===== src/rtl/tiny_nn_pkg.sv =====
// rtl/tiny_nn_pkg.sv - shared constants, enums and saturation helper for tiny_nn
package tiny_nn_pkg;

  localparam int ACC_W  = 24;
  localparam int OPND_W = 8;

  localparam logic signed [ACC_W-1:0] SAT_MAX = ACC_W'(127);
  localparam logic signed [ACC_W-1:0] SAT_MIN = ACC_W'(-128);

  typedef enum logic [7:0] {
    OP_NOP   = 8'h00,
    OP_START = 8'h01,
    OP_SHIFT = 8'h02,
    OP_RELU  = 8'h03
  } op_e;

  typedef enum logic [1:0] {
    ST_IDLE,
    ST_MAC,
    ST_OUTPUT
  } state_e;

  function automatic logic [7:0] sat8(input logic signed [ACC_W-1:0] v);
    if (v > SAT_MAX) begin
      return 8'h7F;
    end else if (v < SAT_MIN) begin
      return 8'h80;
    end else begin
      return v[7:0];
    end
  endfunction

endpackage


===== src/rtl/tiny_nn_mac.sv =====
// rtl/tiny_nn_mac.sv - signed 8x8 multiplier feeding a clearable accumulator
module tiny_nn_mac
  import tiny_nn_pkg::*;
(
  input  logic                     i_clk,
  input  logic                     i_rst_n,
  input  logic                     i_clr,
  input  logic                     i_en,
  input  logic signed [OPND_W-1:0] i_w,
  input  logic signed [OPND_W-1:0] i_x,
  output logic signed [ACC_W-1:0]  o_acc
);

  logic signed [2*OPND_W-1:0] w_prod;
  logic signed [ACC_W-1:0]    r_acc;

  assign w_prod = i_w * i_x;
  assign o_acc  = r_acc;

  always_ff @(posedge i_clk) begin
    if (!i_rst_n) begin
      r_acc <= '0;
    end else if (i_clr) begin
      r_acc <= '0;
    end else if (i_en) begin
      r_acc <= r_acc + ACC_W'(w_prod);
    end
  end

endmodule


===== src/rtl/tiny_nn_top.sv =====
// rtl/tiny_nn_top.sv - single-neuron engine: command decode, MAC sequencing, shift/ReLU/saturate output
module tiny_nn_top
  import tiny_nn_pkg::*;
(
  input  logic        clk_i,
  input  logic        rst_ni,
  input  logic [15:0] data_i,
  output logic [7:0]  data_o
);

  state_e                  r_state;
  state_e                  w_next;
  logic [7:0]              r_cnt;
  logic [3:0]              r_shift;
  logic                    r_relu;
  logic [7:0]              r_data_o;
  logic                    w_clr;
  logic                    w_en;
  op_e                     w_op;
  logic signed [ACC_W-1:0] w_acc;
  logic signed [ACC_W-1:0] w_shifted;
  logic signed [ACC_W-1:0] w_post;

  assign w_op   = op_e'(data_i[15:8]);
  assign data_o = r_data_o;

  tiny_nn_mac u_mac (
    .i_clk   (clk_i),
    .i_rst_n (rst_ni),
    .i_clr   (w_clr),
    .i_en    (w_en),
    .i_w     (data_i[15:8]),
    .i_x     (data_i[7:0]),
    .o_acc   (w_acc)
  );

  always_comb begin
    w_next = r_state;
    w_clr  = 1'b0;
    w_en   = 1'b0;
    case (r_state)
      ST_IDLE: begin
        if (w_op == OP_START) begin
          w_clr  = 1'b1;
          w_next = (data_i[7:0] == 8'd0) ? ST_OUTPUT : ST_MAC;
        end
      end
      ST_MAC: begin
        w_en = 1'b1;
        if (r_cnt == 8'd1) begin
          w_next = ST_OUTPUT;
        end
      end
      ST_OUTPUT: w_next = ST_IDLE;
      default:   w_next = ST_IDLE;
    endcase
  end

  // Output stage works on the settled accumulator during the single OUTPUT cycle.
  assign w_shifted = w_acc >>> r_shift;
  assign w_post    = (r_relu && w_shifted[ACC_W-1]) ? '0 : w_shifted;

  always_ff @(posedge clk_i) begin
    if (!rst_ni) begin
      r_state  <= ST_IDLE;
      r_cnt    <= 8'd0;
      r_shift  <= 4'd0;
      r_relu   <= 1'b0;
      r_data_o <= 8'h00;
    end else begin
      r_state <= w_next;
      case (r_state)
        ST_IDLE: begin
          case (w_op)
            OP_START: r_cnt   <= data_i[7:0];
            OP_SHIFT: r_shift <= data_i[3:0];
            OP_RELU:  r_relu  <= data_i[0];
            default:  ;
          endcase
        end
        ST_MAC:    r_cnt    <= r_cnt - 8'd1;
        ST_OUTPUT: r_data_o <= sat8(w_post);
        default:   ;
      endcase
    end
  end

endmodule


===== config.mk =====
export PLATFORM = sky130hd
export DESIGN_NAME = tiny_nn_top
export DESIGN_NICKNAME = d
export VERILOG_FILES = /design/src/rtl/tiny_nn_pkg.sv /design/src/rtl/tiny_nn_mac.sv /design/src/rtl/tiny_nn_top.sv
export SDC_FILE = /design/constraint.sdc
export NUM_CORES = 1
export LEC_CHECK = 0
export CAP_MARGIN = 20
export CELL_PAD_IN_SITES_DETAIL_PLACEMENT = 0
export CELL_PAD_IN_SITES_GLOBAL_PLACEMENT = 1
export CORE_UTILIZATION = 51
export CTS_BUF_LIST = sky130_fd_sc_hd__clkbuf_8
export DETAILED_ROUTE_END_ITERATION = 16
export GPL_TIMING_DRIVEN = 0
export PLACE_DENSITY = 0.9
export SLEW_MARGIN = 30
export SYNTH_ARGS = -nofsm -noshare
export SYNTH_HDL_FRONTEND = slang
export SYNTH_SLANG_ARGS = --single-unit
export TNS_END_PERCENT = 20

===== constraint.sdc =====
create_clock -name clk_i -period 8.14 [get_ports clk_i]
set_input_delay 2.035 -clock clk_i [delete_from_list [all_inputs] [get_ports clk_i]]
set_output_delay 2.035 -clock clk_i [all_outputs]
set_load 0.05 [all_outputs]

### Word level (Yosys, flattened, before mapping)

Cells that the tools add are included.

| storage, ports and cells | value |
|---|---|
| bits in registers | 47 |

| operators by class | value |
|---|---|
| add/subtract/negate cells | 2 |
| $mul | 1 |
| magnitude comparators | 2 |
| equality and inequality tests | 8 |
| shift operators | 1 |
| muxes and demuxes | 12 |
| bitwise logic cells | 1 |
| reduce and logical (&&, ||, !) cells | 9 |

Operators with widths:

| kind | count |
|---|---|
| adder 24 x 16 -> 24 bit | 1 |
| > comparator 24 x 8 -> 1 bit (second input constant) | 1 |
| less-than comparator 24 x 8 -> 1 bit (second input constant) | 1 |
| two-way mux 24 bit | 1 |
| two-way mux 8 bit | 3 |
| >>> shifter 24 x 4 -> 24 bit | 1 |
| == test 8 x 1 -> 1 bit (second input constant) | 2 |
| == test 8 x 2 -> 1 bit (second input constant) | 2 |
| multiplier 8 x 8 -> 16 bit | 1 |
| one-hot mux 8 bit (2 select lines) | 1 |
| zero test 8 bit | 1 |
| AND reduction 2 bit | 4 |
| subtractor 8 x 1 -> 8 bit (second input constant) | 1 |
| two-way mux 2 bit | 3 |
| inequality test 2 bit (second input constant) | 2 |
| one-hot mux 2 bit (2 select lines) | 1 |
| two-way mux 1 bit | 3 |
| == test 2 x 1 -> 1 bit (second input constant) | 1 |
| == test 2 bit (second input constant) | 1 |
| zero test 2 bit | 1 |
| nonzero test 2 bit | 1 |
| OR reduction 2 bit | 1 |
| logical AND 1 bit | 1 |
| NOT 1 bit | 1 |

### Logic depth before layout (Yosys ltp)

Gate-level depths: netlist of the first run.

| logic depth | value |
|---|---|
| depth in word-level cells | 6 |
| mapped depth | 21 |
| gate-level depth less buffers | 20 |

### Hierarchy

A second synthesis of the first run with hierarchy kept.

| unflattened totals | value |
|---|---|
| cell total of the unflattened synthesis | 808 |
| area, all modules | 7,514.7 um2 |

By module, submodules not included:

| module | instances | cells an instance | area each (um2) | seq. area each (um2) |
|---|---|---|---|---|
| tiny_nn_mac | 1 | 481 | 4,884.7 | 480.5 |
| tiny_nn_top | 1 | 327 | 2,630.0 | 460.4 |

### Least setup slack after synthesis of the first run

OpenSTA, ideal clock, no wires.

| timing path | value |
|---|---|
| path kind | input -> register |
| from | in data_i[0] |
| to | reg u_mac.r_acc[22] (netlist: u_mac.o_acc[22]) |
| library setup time | 0.120 ns |
| arrival time | 7.411 ns |
| slack | 0.610 ns |
| stages | 18 |
| path buffers | 1 |
| cell sequence | clkbuf_1 and2_1 inv_1 fa_1 inv_1 fa_1 fa_1 fa_1 fa_1 ha_1 o21ai_0 o21ai_1 a221o_1 a21oi_1 a211oi_1 or4_1 nand3_1 a21oi_1 |

| between the ends | value |
|---|---|
| cells in the longest elaborated chain, start to end | 2 |

Ends and longest elaborated chain:

| what | line | RTL |
|---|---|---|
| start: declaration | tiny_nn_top.sv:7 | `input logic [15:0] data_i,` |
| multiplier 8 x 8 -> 16 bit | tiny_nn_mac.sv:17 | `assign w_prod = i_w * i_x;` |
| adder 24 x 16 -> 24 bit | tiny_nn_mac.sv:26 | `r_acc <= r_acc + ACC_W'(w_prod);` |
| end signal: assignment | tiny_nn_mac.sv:26 |  |
| end: declaration | tiny_nn_mac.sv:15 | `logic signed [ACC_W-1:0] r_acc;` |

Every way passes these cells.
A chain may end at the register's enable or synchronous reset.

### Worst setup path in the final report of the first run

| timing path | value |
|---|---|
| from | in data_i[1] |
| to | reg u_mac.r_acc[22] (netlist: u_mac.o_acc[22]) |

The elaborated chain is that of the path after synthesis.

==> flow_summary.json, run 1 <==
{
  "fin_crit_sh_pct": 96.8,
  "routed-via-count": 5957,
  "numCtsBuffers": 5,
  "fin_nets": 1030,
  "crit_path_end_kind": "flip-flop",
  "grtUsageTotal_pct": 25.2,
  "drt_iter0_drc": 405,
  "design.core.area_mm2": 0.0145,
  "synth-async-reset-ratio_pct": 0,
  "report.final.slew_viol_count": 0,
  "worst_pin_slew_ns": 0.601,
  "post-dp-hpwl_um": 14400,
  "drive_above_1_share_pct": 7.97,
  "crit_top_cell": "fa_1",
  "setup.worst_path.class": "primary input to flip-flop",
  "synth_area_leaders": "fa_1 (27%), dfxtp_1 (12%), ha_1 (9.2%)",
  "ys_warn_count": 0,
  "die_x_um": 124,
  "wirelength_um": 17600,
  "path_clk_slew_ns": 0.10,
  "powerDensity_mw_per_mm2": 220,
  "via_per_inst": 5.74,
  "crit_buf_inv": 5,
  "setup_viol": 0,
  "cts.path.max_buffers": 2,
  "fin_util_pct": 55.9,
  "ctsRootBufferMaster": "clkbuf_8",
  "grt_max_degree": 18,
  "drc": 0,
  "clock_sink_count": 47,
  "cts_tree": "yes",
  "grt_setup_unrepaired": "yes",
  "skew_ns": 0.00794,
  "ctsHoldBuffers": 0,
  "synth.net_count": 1006,
  "pin_count": 26,
  "min_path_type": "flip-flop to flip-flop",
  "design_area_mm2": 0.00813,
  "finalWeightedCongestion": 0.852,
  "crit_chain": "clkdlybuf4s50_1 > clkbuf_1 > nand2_1 > fa_1 > inv_1 > fa_1 > ha_1 > inv_1 > fa_1 > inv_1 > ha_1 > ha_1 > fa_1 > a211oi_1 > o21ai_1 > a221o_1 > a21oi_1 > a211oi_1 > or4_1 > nand3_1 > a21oi_1",
  "htreeDepth": 2,
  "syn_area_per_cell_um2": 9.17,
  "max_clock_freq_mhz": 127,
  "grt_first_pass_wirelength_um": 30100,
  "max_cap_viol_count": 0,
  "layout_min_cycle_time_ns": 7.88,
  "area_delta_synth_final_pct": 7.09,
  "synth_edf_count": 0,
  "rows": 44,
  "synth_cells": 828,
  "p_total_mw": 1.79,
  "clock_latency_ns": 0.30,
  "postCtsSetupBuffers": 0,
  "worst_path_max_delay_cell": "fa_1",
  "synth_cell_types": 73,
  "dr.pass1.iters": 5,
  "cpPeakStageDelay_ns": 0.54,
  "hold_viol": 0,
  "vdd_drop_max_v": 0.000153,
  "insertedDiodeCount": 0,
  "slew_headroom_pct": 60.0,
  "critical-path-top-delay-family": "adder cells",
  "ys_seq_area_share_pct": 12.4,
  "hold-worst-slack_ns": 0.487,
  "leakagePower_nw": 3.54,
  "grt_pass1_vias": 6099,
  "yosys_most_used_dff": "dfxtp_1",
  "dpl_cell_area_mm2": 0.00802,
  "ys_ff_latch": 47,
  "startpoint_type": "primary input",
  "worstPathArrival_ns": 8.07,
  "wl_per_cell_um": 17.0,
  "synth_largest_area_cell": "fa_1",
  "die_y_um": 124,
  "ant_nets": 0,
  "outcome": "complete, no violations",
  "dieArea_mm2": 0.0154,
  "crit_required_ns": 8.34,
  "syn-cell-area_mm2": 0.00759,
  "port_buffers": 20,
  "initial_core_util_pct": 52.2,
  "overflow": 0,
  "antenna_found_initial": 0,
  "netlist.area_leader.share_pct": 27.4,
  "cp_max_fo": 10
}
==> metal layers <==
| metal | GRT usage [%] | vias to the layer above | part of all wire [%] |
|---|---|---|---|
| met5 | 0 | - | 0 |
| met4 | 2.83 | 0 | 0.44 |
| met3 | 2.66 | 10 | 3.8 |
| met2 | 43.6 | 127 | 49 |
| met1 | 35.0 | 2970 | 47 |
| li1 | - | 2850 | - |
==> cells by family (layout without fill, tap and decap cells) <==
kind of cell             count (synthesis)  in the layout  share of synthesized area [%]
AND/OR/NAND/NOR                        255            255                           17.1
adder cells (fa/ha/maj)                160            160                           36.7
buffers and inverters                  153            178                           8.47
AO/OA/AOI/OAI                          146            146                           13.2
multiplexers                            52             52                           10.5
flip-flops                              47             47                           12.4
XOR/XNOR                                15             15                           1.73
==> final timing paths <==
check	slack [ns]	cells after the start	endpoint	start
setup / recovery	0.26	21	u_mac.o_acc[22]	data_i[1]
hold / removal	0.49	2	data_o[7]	data_o[7]
setup reg to reg	2.53	19	u_mac.o_acc[22]	u_mac.o_acc[4]
hold reg to reg	0.49	2	data_o[7]	data_o[7]
==> tightest hold or removal path: stages (launching register included) <==
cell and delay, ns:
dfxtp_1 0.32, nand2b_1 0.06, a21boi_0 0.07
==> cell usage in the layout, fill, tap and decap left out, types with 5 or more instances in the layout <==
master           synthesis  layout
dfxtp_1                 47      47
a21o_1                   7       7
clkbuf_8                 0       6
buf_2                    8       8
xnor2_1                 11      11
nand2_1                 83      83
fa_1                   104     103
clkbuf_1                22      19
nor3_1                  12      12
and3_1                   5       5
a211oi_1                15      15
nand2b_1                 7       7
clkdlybuf4s50_1          0      18
nor2_1                  48      48
nor2b_1                 12      12
mux2_2                   7       7
mux4_2                  18      18
nand4_1                  5       5
inv_1                  112     112
and2_1                  38      36
ha_1                    56      56
nand3_1                 17      17
a21oi_1                 47      47
o211ai_1                 9       9
o2bb2ai_1                7       7
mux2i_1                 21      21
o21ai_0                 20      20
o21bai_1                 5       5
==> where the power goes <==
group	internal (mW)	total, mW	switching, mW
logic	0.594	1.40	0.806
registers	0.231	0.235	0.00381
clock network	0.0696	0.155	0.0854
==> area by class of cell <==
| cell class | count | area, µm² |
|---|---|---|
| buffer | 37 | 208 |
| clock buffer | 6 | 82.6 |
| clock inverter | 2 | 16.3 |
| fill | 1341 | 6400 |
| inverter | 113 | 424 |
| multi-input combinational | 628 | 6020 |
| sequential | 47 | 941 |
| tap | 184 | 230 |
| timing repair buffer | 20 | 205 |
==> stage by stage <==
stage | setup slack, ns | setup TNS, ns | std cells
final | 0.263 | 0 | 1037
after global routing | -0.0627 | -0.0848 | 1037
after CTS | 0.0336 | 0 | 1040
after detailed placement | -0.780 | -4.89 | 1032
after global placement | -0.740 | -4.57 | 1032
after floorplan | 0.610 | 0 | 828
==> cell usage after synthesis, types with 5 or more instances <==
cell and number:
buf_2 8, nand3_1 17, a21o_1 7, o21ai_0 20
ha_1 56, nor3_1 12, dfxtp_1 47, nand4_1 5
a211oi_1 15, clkbuf_1 22, mux2_2 7, a21oi_1 47
mux2i_1 21, fa_1 104, o211ai_1 9, nor2_1 48
o21bai_1 5, nand2b_1 7, and2_1 38, o2bb2ai_1 7
xnor2_1 11, mux4_2 18, nand2_1 83, and3_1 5
nor2b_1 12, inv_1 112
==> registers in the layout, indices dropped and copies added, names as in the netlist <==
register	count
u_mac.o_acc	24
r_state	2
r_cnt	8
data_o	8
r_relu	1
r_shift	4
==> what timing repair did <==
action                     4_1_cts  5_1_grt
resized for setup                3        5
cloned                           0        0
setup endpoints to repair        8        6
Note: power is estimated with default switching activity, not from simulation.
==> run 2: changes to the inputs <==
--- a/config.mk
+++ b/config.mk
@@ -5,7 +5,7 @@
 export SDC_FILE = /design/constraint.sdc
 export NUM_CORES = 1
 export LEC_CHECK = 0
-export CAP_MARGIN = 20
+export CAP_MARGIN = 10
 export CELL_PAD_IN_SITES_DETAIL_PLACEMENT = 0
 export CELL_PAD_IN_SITES_GLOBAL_PLACEMENT = 1
 export CORE_UTILIZATION = 51
==> constraint.sdc (replaced) <==
create_clock -name clk_i -period 8.2 [get_ports clk_i]
set_input_delay 2.05 -clock clk_i [delete_from_list [all_inputs] [get_ports clk_i]]
set_output_delay 2.05 -clock clk_i [all_outputs]
set_load 0.05 [all_outputs]
==> results of run 2 <==
The final DEF is identical to that of run 1. Status: complete, no violations.
Main changes from that run: setup slack after placement -0.780 ns -> -0.735 ns; setup slack after layout 0.263 ns -> 0.308 ns; register-to-register setup slack 2.53 ns -> 2.59 ns; total power 1.79 mW -> 1.78 mW; worst IR drop on VDD 0.000153 V -> 0.000152 V
==> run 3: changes to the inputs <==
--- a/config.mk
+++ b/config.mk
@@ -12,6 +12,7 @@
 export CTS_BUF_LIST = sky130_fd_sc_hd__clkbuf_8
 export DETAILED_ROUTE_END_ITERATION = 16
 export GPL_TIMING_DRIVEN = 0
+export MAX_ROUTING_LAYER = met4
 export PLACE_DENSITY = 0.9
 export SLEW_MARGIN = 30
 export SYNTH_ARGS = -nofsm -noshare
==> run 3 against run 2 <==
Against the previous run:
- critical path depth unchanged
- die area unchanged
- sequential share of layout area unchanged
- global-route usage up 0.75 points
- critical path type unchanged
- highest routed layer unchanged
- utilization unchanged
- combinational power about the same
==> flow_summary.json, run 3 (synthesis results as in run 1) <==
{
  "p_total_mw": 1.78,
  "grt_pass1_vias": 6096,
  "rows": 44,
  "grtUsageMet3_pct": 2.66,
  "overflow": 0,
  "post-dp-hpwl_um": 14400,
  "port_buffers": 20,
  "setup_ws_ns": 0.304,
  "crit_required_ns": 8.39,
  "grtUsageTotal_pct": 25.9,
  "max_cap_viol_count": 0,
  "grt_setup_unrepaired": "yes",
  "insertedDiodeCount": 0,
  "numCtsBuffers": 5,
  "setup_viol": 0,
  "met1_usage_pct": 35.1,
  "reg2reg_depth": 19,
  "dieArea_mm2": 0.0154,
  "fin_util_pct": 55.9,
  "area_delta_synth_final_pct": 7.09,
  "drive_above_1_share_pct": 7.97,
  "worstHoldEndpoint": "data_o[7]",
  "cts_tree": "yes",
  "powerDensity_mw_per_mm2": 219,
  "drc": 0,
  "postCtsSetupBuffers": 0,
  "worstPathArrival_ns": 8.09,
  "startpoint_type": "primary input",
  "largest_reg_flops": 24,
  "setup.worst_path.class": "primary input to flip-flop",
  "outcome": "complete, no violations",
  "ant_nets": 0,
  "r2r_slack_ns": 2.57,
  "hold-worst-slack_ns": 0.488,
  "clock_sink_count": 47,
  "wirelength_um": 17600,
  "grtUsageMet2_pct": 43.5,
  "fillers": 1341,
  "holdCritStartpoint": "data_o[7]",
  "initial_core_util_pct": 52.2,
  "reg2reg_to": "u_mac.o_acc[22]",
  "design.core.area_mm2": 0.0145,
  "crit_path_end_kind": "flip-flop",
  "wl_per_cell_um": 17.0,
  "max_clock_freq_mhz": 127,
  "pre_cts_ws_ns": -0.735,
  "drt_iter0_drc": 375,
  "final_cell_mix": "inv_1 (112), fa_1 (103), nand2_1 (83)",
  "ctsRootBufferMaster": "clkbuf_8",
  "path_clk_slew_ns": 0.10,
  "fin_tns_setup_ns": 0,
  "timing.rr.start": "u_mac.o_acc[4]",
  "fin_crit_sh_pct": 96.3,
  "antenna_found_initial": 0,
  "fin_nets": 1030,
  "whs_path_depth": 2,
  "final_common_cell": "inv_1",
  "vdd_drop_max_v": 0.000152,
  "htreeDepth": 2,
  "finalWeightedCongestion": 0.866,
  "ctsHoldBuffers": 0,
  "slew_headroom_pct": 59.3,
  "min_path_type": "flip-flop to flip-flop",
  "dr.pass1.iters": 5,
  "die_y_um": 124,
  "leakagePower_nw": 3.54,
  "cts.path.max_buffers": 2,
  "hold_viol": 0,
  "skew_ns": 0.00512,
  "clock_latency_ns": 0.30,
  "routed-via-count": 5955,
  "cp_max_fo": 10,
  "pin_count": 26,
  "worst_pin_slew_ns": 0.611,
  "die_x_um": 124,
  "grt_first_pass_wirelength_um": 30100,
  "via_per_inst": 5.74,
  "report.final.slew_viol_count": 0,
  "grt_max_degree": 18,
  "grt_most_used_layer": "met2",
  "layout_min_cycle_time_ns": 7.90
}
run 3: cell type report:
cell class	count	area (µm²)	area share [%]
Buffer	37	208	2.56
Clock buffer	6	82.6	1.02
Clock inverter	2	16.3	0.200
Inverter	113	424	5.22
Multi-Input combinational cell	628	6020	74.1
Sequential cell	47	941	11.6
Tap cell	184	230	2.83
Timing Repair Buffer	20	205	2.52
run 3: worst max-delay path: stages:
cell	delay, ns
clkdlybuf4s50_1	0.48
clkbuf_1	0.45
nand2_1	0.15
fa_1	0.54
inv_1	0.05
fa_1	0.45
ha_1	0.30
inv_1	0.06
fa_1	0.54
inv_1	0.05
ha_1	0.29
ha_1	0.25
fa_1	0.43
a211oi_1	0.39
o21ai_1	0.15
a221o_1	0.35
a21oi_1	0.28
a211oi_1	0.17
or4_1	0.48
nand3_1	0.10
a21oi_1	0.07
run 3: routing by layer:
metal  up-vias  routed length [µm]
met2       134                8580
met3        12                 683
li1       2846                   -
met5         -                   0
met1      2963                8270
met4         0                  95
run 3: worst max-delay path by stage:
| stage | slack, ns | start | end |
|---|---|---|---|
| global placement | -0.69 | data_i[0] | u_mac.o_acc[22] |
| finish | 0.30 | data_i[1] | u_mac.o_acc[22] |
| CTS | 0.08 | data_i[0] | u_mac.o_acc[22] |
| floorplan | 0.65 | data_i[0] | u_mac.o_acc[22] |
| global route | -0.02 | data_i[1] | u_mac.o_acc[22] |
| detailed placement | -0.74 | data_i[0] | u_mac.o_acc[22] |
run 3: timing repair:
action                     in CTS  in global routing
resized for setup               3                  5
hold endpoints to repair        0                  0
setup endpoints to repair       7                  6
run 3: report_power, final:
part / switching, mW / internal (mW)
clock: 0.0858 / 0.0691
combinational: 0.800 / 0.590
sequential: 0.00377 / 0.230
run 3: per-stage QoR:
step	std cells	instance area (µm²)
3_5_place_dp	1032	8020
5_1_grt	1037	8130
6_report	1037	8130
2_1_floorplan	828	7590
3_3_place_gp	1032	8020
4_1_cts	1040	8130
